==> src/rtl/tsn_tx_arb_pkg.sv <==
// Shared types and default configuration for the TSN transmit arbiter.
package tsn_tx_arb_pkg;

  localparam int DEF_DATA_WIDTH   = 8;
  localparam int DEF_IFG_CYCLES   = 12;
  localparam int DEF_STARVE_LIMIT = 4;

  // IFG counter and starve counter widths; both parameters are limited to 0..255
  localparam int IFG_CNT_W    = 8;
  localparam int STARVE_CNT_W = 8;

  typedef enum logic [1:0] {
    IDLE    = 2'd0,
    GNT_PTP = 2'd1,
    GNT_BE  = 2'd2,
    IFG     = 2'd3
  } arb_state_e;

endpackage

==> src/rtl/tsn_tx_ifg_timer.sv <==
// Inter-frame gap timer: loaded at the end of a frame, counts down one step
// per clock and pulses done during the last gap clock.
module tsn_tx_ifg_timer
  import tsn_tx_arb_pkg::*;
#(
  parameter int CNT_W = IFG_CNT_W
) (
  input  logic             mac_axis_aclk,
  input  logic             rst_n,
  input  logic             load,
  input  logic [CNT_W-1:0] load_val,
  output logic             done
);

  logic [CNT_W-1:0] count;

  // Reload on frame end, otherwise count down and rest at zero
  always_ff @(posedge mac_axis_aclk or negedge rst_n) begin
    if (!rst_n) begin
      count <= '0;
    end else if (load) begin
      count <= load_val;
    end else if (count != '0) begin
      count <= count - 1'b1;
    end
  end

  // A load of N gives N gap clocks; done marks the final one
  assign done = (count == CNT_W'(1));

endmodule

==> src/rtl/tsn_tx_arbiter.sv <==
// Two-source AXI-Stream transmit arbiter: PTP event frames take priority over
// best-effort frames, ownership changes only at frame boundaries, and an
// inter-frame gap is inserted after every frame.
// Optional build macro TSN_TX_ARB_STARVE_GUARD_EN: after STARVE_LIMIT PTP
// grants made while best-effort was waiting, best-effort gets the next grant.
module tsn_tx_arbiter
  import tsn_tx_arb_pkg::*;
#(
  parameter int DATA_WIDTH   = DEF_DATA_WIDTH,
  parameter int IFG_CYCLES   = DEF_IFG_CYCLES,
  parameter int STARVE_LIMIT = DEF_STARVE_LIMIT
) (
  input  logic                  mac_axis_aclk,
  input  logic                  rst_n,
  input  logic [DATA_WIDTH-1:0] ptp_axis_tdata,
  input  logic                  ptp_axis_tvalid,
  input  logic                  ptp_axis_tlast,
  output logic                  ptp_axis_tready,
  input  logic [DATA_WIDTH-1:0] be_axis_tdata,
  input  logic                  be_axis_tvalid,
  input  logic                  be_axis_tlast,
  output logic                  be_axis_tready,
  output logic [DATA_WIDTH-1:0] mac_axis_out_tdata,
  output logic                  mac_axis_out_tvalid,
  output logic                  mac_axis_out_tlast,
  input  logic                  mac_axis_out_tready,
  output logic                  grant_ptp,
  output logic [15:0]           ptp_frame_cnt,
  output logic [15:0]           be_frame_cnt
);

  if (IFG_CYCLES < 0 || IFG_CYCLES > 255) begin : g_bad_ifg
    $error("tsn_tx_arbiter: IFG_CYCLES must be within 0..255");
  end
  if (STARVE_LIMIT < 1 || STARVE_LIMIT > 255) begin : g_bad_starve
    $error("tsn_tx_arbiter: STARVE_LIMIT must be within 1..255");
  end

  localparam logic [IFG_CNT_W-1:0] IFG_LOAD = IFG_CNT_W'(IFG_CYCLES);

  arb_state_e state;
  logic       ptp_frame_end;
  logic       be_frame_end;
  logic       ifg_done;
  logic       force_be;
  logic       pick_ptp;
  logic       pick_be;

  assign ptp_frame_end = (state == GNT_PTP) && ptp_axis_tvalid && mac_axis_out_tready && ptp_axis_tlast;
  assign be_frame_end  = (state == GNT_BE)  && be_axis_tvalid  && mac_axis_out_tready && be_axis_tlast;

`ifdef TSN_TX_ARB_STARVE_GUARD_EN
  localparam logic [STARVE_CNT_W-1:0] STARVE_MAX = STARVE_CNT_W'(STARVE_LIMIT);

  logic [STARVE_CNT_W-1:0] starve_cnt;

  assign force_be = (starve_cnt == STARVE_MAX);

  // Count PTP grants that made a waiting best-effort source wait longer
  always_ff @(posedge mac_axis_aclk or negedge rst_n) begin
    if (!rst_n) begin
      starve_cnt <= '0;
    end else if (state == IDLE) begin
      if (pick_ptp && be_axis_tvalid) begin
        starve_cnt <= starve_cnt + 1'b1;
      end else if (pick_be) begin
        starve_cnt <= '0;
      end
    end
  end
`else
  assign force_be = 1'b0;
`endif

  // Arbitration decision, only acted upon in IDLE
  assign pick_ptp = ptp_axis_tvalid && !(be_axis_tvalid && force_be);
  assign pick_be  = be_axis_tvalid && !pick_ptp;

  // Frame gap countdown
  tsn_tx_ifg_timer #(
    .CNT_W (IFG_CNT_W)
  ) u_ifg_timer (
    .mac_axis_aclk (mac_axis_aclk),
    .rst_n         (rst_n),
    .load          (ptp_frame_end || be_frame_end),
    .load_val      (IFG_LOAD),
    .done          (ifg_done)
  );

  // Grant FSM with registered grant flag and completed-frame counters
  always_ff @(posedge mac_axis_aclk or negedge rst_n) begin
    if (!rst_n) begin
      state         <= IDLE;
      grant_ptp     <= 1'b0;
      ptp_frame_cnt <= '0;
      be_frame_cnt  <= '0;
    end else begin
      case (state)
        IDLE: begin
          if (pick_ptp) begin
            state     <= GNT_PTP;
            grant_ptp <= 1'b1;
          end else if (pick_be) begin
            state <= GNT_BE;
          end
        end
        GNT_PTP: begin
          if (ptp_frame_end) begin
            ptp_frame_cnt <= ptp_frame_cnt + 16'd1;
            grant_ptp     <= 1'b0;
            state         <= (IFG_CYCLES > 0) ? IFG : IDLE;
          end
        end
        GNT_BE: begin
          if (be_frame_end) begin
            be_frame_cnt <= be_frame_cnt + 16'd1;
            state        <= (IFG_CYCLES > 0) ? IFG : IDLE;
          end
        end
        IFG: begin
          if (ifg_done) begin
            state <= IDLE;
          end
        end
        default: begin
          state     <= IDLE;
          grant_ptp <= 1'b0;
        end
      endcase
    end
  end

  // Output mux: the owner passes straight through, everything is quiet otherwise
  always_comb begin
    mac_axis_out_tdata  = '0;
    mac_axis_out_tvalid = 1'b0;
    mac_axis_out_tlast  = 1'b0;
    ptp_axis_tready     = 1'b0;
    be_axis_tready      = 1'b0;
    case (state)
      GNT_PTP: begin
        mac_axis_out_tdata  = ptp_axis_tdata;
        mac_axis_out_tvalid = ptp_axis_tvalid;
        mac_axis_out_tlast  = ptp_axis_tlast;
        ptp_axis_tready     = mac_axis_out_tready;
      end
      GNT_BE: begin
        mac_axis_out_tdata  = be_axis_tdata;
        mac_axis_out_tvalid = be_axis_tvalid;
        mac_axis_out_tlast  = be_axis_tlast;
        be_axis_tready      = mac_axis_out_tready;
      end
      default: begin
      end
    endcase
  end

endmodule
==> config.mk <==
export PLATFORM = sky130hd
export DESIGN_NAME = tsn_tx_arbiter
export DESIGN_NICKNAME = d
export VERILOG_FILES = /design/src/rtl/tsn_tx_arb_pkg.sv /design/src/rtl/tsn_tx_ifg_timer.sv /design/src/rtl/tsn_tx_arbiter.sv
export SDC_FILE = /design/constraint.sdc
export NUM_CORES = 1
export LEC_CHECK = 0
export ABC_CLOCK_PERIOD_IN_PS = 4300
export BUFFER_PORTS_ARGS = -buffer_cell sky130_fd_sc_hd__buf_2
export CORE_UTILIZATION = 29
export CTS_BUF_LIST = sky130_fd_sc_hd__clkbuf_4
export CTS_CLUSTER_SIZE = 28
export DETAILED_ROUTE_END_ITERATION = 10
export GPL_ROUTABILITY_DRIVEN = 0
export HOLD_SLACK_MARGIN = 0.08
export PLACE_DENSITY = 0.6
export SLEW_MARGIN = 0
export SYNTH_ARGS = -nofsm -noshare
export SYNTH_HDL_FRONTEND = slang
export SYNTH_SLANG_ARGS = --single-unit
export TNS_END_PERCENT = 100
==> constraint.sdc <==
create_clock -name mac_axis_aclk -period 4.3 [get_ports mac_axis_aclk]
set_input_delay 0.43 -clock mac_axis_aclk [delete_from_list [all_inputs] [get_ports mac_axis_aclk]]
set_output_delay 0.43 -clock mac_axis_aclk [all_outputs]
set_load 0.03 [all_outputs]
# [After elaboration in Yosys (flattened, before gate mapping)]
# Index checks and enable logic that the tools add are counted.
# Widths: inputs -> output; s select.
[op_classes] n_eq_ne=9 n_mux=16 n_reduce_logical=17 addsub=3
[op_table] op="$add 16x1->16 const B" count=2
[op_table] op="$mux 8" count=2
[op_table] op="$pmux 8 s2" count=1
[op_table] op="$mux 2" count=5
[op_table] op="$eq 8x1->1 const B" count=1
[op_table] op="$ne 2x2->1 const B" count=4
[op_table] op="$pmux 2 s4" count=1
[op_table] op="$reduce_bool 8->1" count=1
[op_table] op="$sub 8x1->8 const B" count=1
[op_table] op="$logic_and 1x1->1" count=7
[op_table] op="$pmux 1 s2" count=3
[op_table] op="$eq 2x2->1 const B" count=2
[op_table] op="$mux 1" count=4
[op_table] op="$reduce_and 2->1" count=2
[op_table] op="$reduce_and 4->1" count=1
[op_table] op="$reduce_bool 2->1" count=2
[op_table] op="$ne 3x3->1 const B" count=1
[op_table] op="$reduce_and 3->1" count=1
[op_table] op="$eq 2x1->1 const B" count=1
[op_table] op="$logic_not 2->1" count=1
[op_table] op="$logic_not 1->1" count=1
[op_table] op="$logic_or 1x1->1" count=1
[word_totals] inputBits=23 elab_cells=50 output_inout_bits=45 reg_bits=43

# [Depth between registers and ports, before layout]
[logic_depth] word_depth=6 ltp_mapped=7 ltp_nobuf=6

# [Cells and area by module]
# Synthesis repeated with hierarchy kept, for this count alone.
[unflattened] hier_cells=233 hier_area_um2=2333.5
[by_module_without_submodules] module="tsn_tx_arbiter" instances=1 seq_area_each_um2=875.8 cells_per_inst=172 area_each_um2=1793.0
[by_module_without_submodules] module="tsn_tx_ifg_timer" instances=1 seq_area_each_um2=200.2 cells_per_inst=61 area_each_um2=540.5

# [Worst setup path before layout]
# OpenSTA, ideal clock, no wires.
[synth_path] kind="reg-to-output" startpoint="reg state[1]" endpoint="out mac_axis_out_tdata[0]" n_path_buf=1 slack_ps=2338 arrival_time_ps=1532 required_time_ps=3870 path_stages_with_launch=6 cell_sequence="dfrtp_1 > inv_1 > ha_1 > clkbuf_1 > a22oi_1 > nor2_1"
[synth_via] elab_chain_cells=2 word_cells_on_any_way=3 cone_classes="2 x eq/ne; 1 x mux"
[synth_rtl] item="start, declared" line_no="tsn_tx_arbiter.sv:41" source="arb_state_e state;"
[synth_rtl] item="start signal, assigned" line_no="tsn_tx_arbiter.sv:111" source="state <= (IFG_CYCLES > 0) ? IFG : IDLE;"
[synth_rtl] item="start signal, assigned" line_no="tsn_tx_arbiter.sv:117" source="state <= (IFG_CYCLES > 0) ? IFG : IDLE;"
[synth_rtl] item="$eq 2x2->1 or $eq 2x1->1 (tied branches)" line_no="tsn_tx_arbiter.sv:140" source="case (state)"
[synth_rtl] item="$pmux 8 s2 (*)" line_no="tsn_tx_arbiter.sv:140"
[synth_rtl] item="end, declared" line_no="tsn_tx_arbiter.sv:23" source="output logic [DATA_WIDTH-1:0] mac_axis_out_tdata,"
# Mark *: on every way between the ends. The rest lies on a longest branch, timed or not.

# [Final worst setup path]
[layout_path] startpoint="reg state[1]" endpoint="out mac_axis_out_tdata[4]"
# Same word-level chain as after synthesis.

==> summary by stage <==
Run status
The flow ran to the end, and the final reports show no timing, DRC or antenna violations.

Clock tree
The clock network latency to the later pin of the worst-skew pair is 0.34 ns. CTS built an H-tree with a depth of 2. The TritonCTS clock tree is yes. The cell sitting at the root of the clock tree is a sky130_fd_sc_hd__clkbuf_4. The number of setup buffers added after CTS is 0. Clock-pin slew was measured on the worst setup and hold paths at around 0.13 ns. The count of hold buffers inserted by post-cts repair is 0. The clock passes through at most 2 buffers. Once the clock tree was built, the resizer swapped 0 gates to a different size. Counting every sink on the clock net gives 43. The number of buffers inserted during clock tree synthesis is 5.

Cells and area
The final design instance area without fill is 2750 um2. The growth of design area from synthesis to finish is 22.1%. The area of all sequential standard cells is ~1100 um2. In the final layout, the share of cells above drive strength 1 is 0.280.

Summing all multi-input logic gate instances after layout gives 1110 um2. Fill cells in the final layout number 761. The diode insertion count for antenna repair is 0. After the last flow step, the layout net total stands at ~320.

Synthesis
By area the synthesized netlist is led by sky130_fd_sc_hd__dfrtp_1 (48%), sky130_fd_sc_hd__xnor2_1 (7.4%), sky130_fd_sc_hd__xor2_1 (5.8%). The most repeated cell in the gate-level netlist after synthesis is sky130_fd_sc_hd__dfrtp_1. Counting every instance in the synthesized netlist gives about 220.

The post-synthesis net count is about 250. The post-synthesis cell type with the largest combined area is sky130_fd_sc_hd__dfrtp_1. The most frequently used flop master after synthesis is sky130_fd_sc_hd__dfrtp_1.

The post-synthesis compound-gate area fraction is 0.0633. Sorting the synthesized cells by how often they occur yields sky130_fd_sc_hd__dfrtp_1 (43), sky130_fd_sc_hd__nor2_1 (31), sky130_fd_sc_hd__nand2_1 (19), sky130_fd_sc_hd__xnor2_1 (19), sky130_fd_sc_hd__xor2_1 (15). The per-instance average area after synthesis is 10.2 um2. The share of the Yosys chip area taken by registers is 0.477. Of the total synthesized cell area, the portion taken by XOR and XNOR cells is 0.132. The area share of the largest cell type after synthesis is 0.477. The adder and majority cell fraction of the synthesized area is 0.0499. The synthesized netlist occupies a cell area of about 2300 um2. Of the post-synthesis cell area, the part taken by muxes is 0.0111.

The async set-reset flop share out of synthesis is 1.00. Of the total synthesized cell area, the portion taken by AND, OR, NAND and NOR gates is 0.238. The distinct cell type count after synthesis is 35. The number of flops mapped to enable cells by yosys is 0. The Yosys step of the flow raised 0 warnings. After synthesis, the largest family of logic cells by area is simple AND/OR/NAND/NOR gates. The number of register bits inferred by synthesis is between 40 and 50.

Routing
After detailed routing, the number of remaining DRC violations is 0. Summing over every cut layer, the via total after detailed routing is approximately 1.8k. The wire length per cell after detailed routing is 11.4 um. Using the TritonRoute via totals, the vias-per-cell ratio works out to roughly 4.6. The first detailed-routing pass ran for 4 iterations. Once detail routing completed, the nets flagged for antenna violations numbered 0. After the first detailed-routing iteration, the DRC count stood at 80. The total detailed-routing wirelength is ~4500 um.

Die
The die height is about 90 um. The number of cell rows is 31. The effective utilization at floorplan is 0.306. The number of ports placed on the die boundary is 68. The area inside the core boundary is roughly 7400 um2.

The overall die width is between 90 and 100 um. The total die area is roughly 8100 um2.

Setup path
The worst register-to-register path begins at state[1]. The endpoint kind of the worst setup timing path is an output pin. The critical path required time is about 3.9 ns.

The setup path with the least slack is of type reg2out. The slowest library cell on the worst path is sky130_fd_sc_hd__ha_1. In this run the critical register-to-register path is captured at state[0]. The data arrival time at the worst-slack endpoint is approximately 1.9 ns. The category of the worst setup path launch point is a flip-flop. The critical path goes through inv_1 > ha_1 > a22oi_1 > nor2_1 > buf_2. Along the worst path, the maximum fanout reaches 15. The number of cells on the worst reg-to-reg path is 5. On the worst path, the slowest cell contributes a delay of around 0.54 ns. The worst register-to-register path has a setup slack of about 2.2 ns.

Global routing
The global route total overflow is 0. The number of antenna violations at the first check in global routing is 0. Entering global routing, the biggest net connects 44 pins. The all-layer global routing usage is 0.112. The wire length of the first global-routing pass is around 7600 um. The via count of the first global-routing pass came to 1661.

STA
The measured slew at the worst slew-check pin is 0.940 ns. The post-layout minimum cycle time is ~2.3 ns. The ratio of final minimum period to clock period is 0.536.

The final number of hold-violating endpoints is 0. The worst pin sits at a relative slew slack of 0.373. Clock skew on the completed layout was measured at approximately 0.012 ns. The final number of max-transition violations is 0.

The maximum operating frequency is between 0.4 and 0.5 GHz. The count of endpoints failing setup in the final report is 0. Setup repair after global routing left no endpoint under its margin. The setup TNS after final layout is 0 ns.

Power and ir drop
The share of total power dissipated in combinational logic is 0.464. Total power for the finished layout comes to roughly 1.5 mW. In this run the power density over the cells is between 500 and 600 nW/um2. In this run the static leakage power is around 1.4 nW. The clock network fraction of total power is 0.135.

The share of total power in sequential cells is 0.401. The reported net switching power is ~0.65 mW. The internal portion of the total power is roughly 0.8 mW. IR analysis of the VDD net gives a maximum drop of about 0.00042 V. The switching power as a share of total power is 0.450.

Flow run
The tool flagged a number of max-cap violations equal to 0.

Placement
Input and output buffers added on the ports amount to 67. The standard cell area after detailed placement is approximately 2700 um2. After legalization and detailed placement, the total HPWL measured between 3000 and 4000 um.

Min path
The tightest min-delay check is of the in2async type.
-- metrics by stage --
| step | utilization | cells | worst slack (ns) | hold slack, ns |
|---|---|---|---|---|
| 2_1_floorplan | - | 222 | 2.34 | 0.134 |
| 3_5_place_dp | 0.366 | 384 | 2.21 | 0.458 |
| 3_3_place_gp | 0.366 | 384 | 2.28 | 0.453 |
| 4_1_cts | 0.374 | 392 | 2.01 | 0.230 |
| 5_1_grt | 0.374 | 392 | 1.84 | 0.269 |
| 6_report | 0.374 | 392 | 1.99 | 0.217 |
-- cell type report --
cell class / count / area share
multi-input combinational: 163 / 0.405
sequential: 43 / 0.391
timing repair buffer: 67 / 0.122
tap: 99 / 0.0450
clock buffer: 6 / 0.0164
inverter: 12 / 0.0164
clock inverter: 2 / 0.00455
-- layout by cell type, fill, tap and decap left out, drive strengths merged --
cell type / count
a211o: 1
a211oi: 1
a21oi: 2
a221o: 1
a22oi: 10
and2: 4
and3: 3
and4: 3
buf: 67
clkbuf: 6
clkinv: 1
clkinvlp: 1
dfrtp: 43
ha: 9
inv: 12
mux2: 1
mux2i: 1
nand2: 19
nand3: 8
nand4: 14
nand4b: 2
nor2: 31
nor3: 8
nor3b: 1
nor4: 1
nor4b: 1
o21a: 1
o21ai: 3
o31a: 1
or2: 1
or3b: 1
or4b: 1
xnor2: 19
xor2: 15
-- worst max path at each step --
stage	from	end	slack [ns]	cells past startpoint
detailed placement	state[1]	state[0]	2.21	5
global placement	state[0]	be_frame_cnt[15]	2.28	6
CTS	state[1]	mac_axis_out_tdata[4]	2.01	5
finish	state[1]	mac_axis_out_tdata[4]	1.99	5
global route	state[1]	mac_axis_out_tdata[4]	1.84	5
floorplan	state[1]	mac_axis_out_tdata[0]	2.34	5
-- logic make-up (layout without fill, tap and decap cells) --
kind of cell               count (synthesis)  after routing
adders and majority gates                  9              9
DFF                                       43             43
AOI/OAI and AO/OA                         20             20
buffers and inverters                     16             87
muxes                                      2              2
xor gates and xnor gates                  34             34
and+or+nand+nor                           98             98
-- metal layers --
| metal | track usage | part of all wire | vias to the layer above |
|---|---|---|---|
| li1 | - | - | 907 |
| met4 | 0.0202 | 0.0020 | 0 |
| met5 | 0 | 0 | - |
| met3 | 0.0321 | 0.049 | 2 |
| met2 | 0.179 | 0.45 | 52 |
| met1 | 0.154 | 0.50 | 848 |
-- worst max-delay path: cells and delay by family (launching register included) --
| kind | cells | cell delay [ns] |
|---|---|---|
| AND/OR/NAND/NOR | 1 | 0.12 |
| adder cells (fa/ha/maj) | 1 | 0.54 |
| flip-flops | 1 | 0.42 |
| buffers and inverters | 2 | 0.31 |
| AO/OA/AOI/OAI | 1 | 0.15 |
-- power groups by stage --
stage / Sequential (mW) / Clock, mW / Combinational (mW)
global placement: 0.585 / 0 / 0.669
global route: 0.597 / 0.224 / 0.749
floorplan: 0.630 / 0 / 0.465
detailed placement: 0.588 / 0 / 0.679
finish: 0.582 / 0.196 / 0.674
CTS: 0.581 / 0.205 / 0.680
-- state kept, by name, summed over array words and instances (netlist names) --
| signal | cells |
|---|---|
| grant_ptp | 1 |
| state | 2 |
| be_frame_cnt | 16 |
| ptp_frame_cnt | 16 |
| u_ifg_timer.count | 8 |
Note: power is estimated with default switching activity, not from simulation.
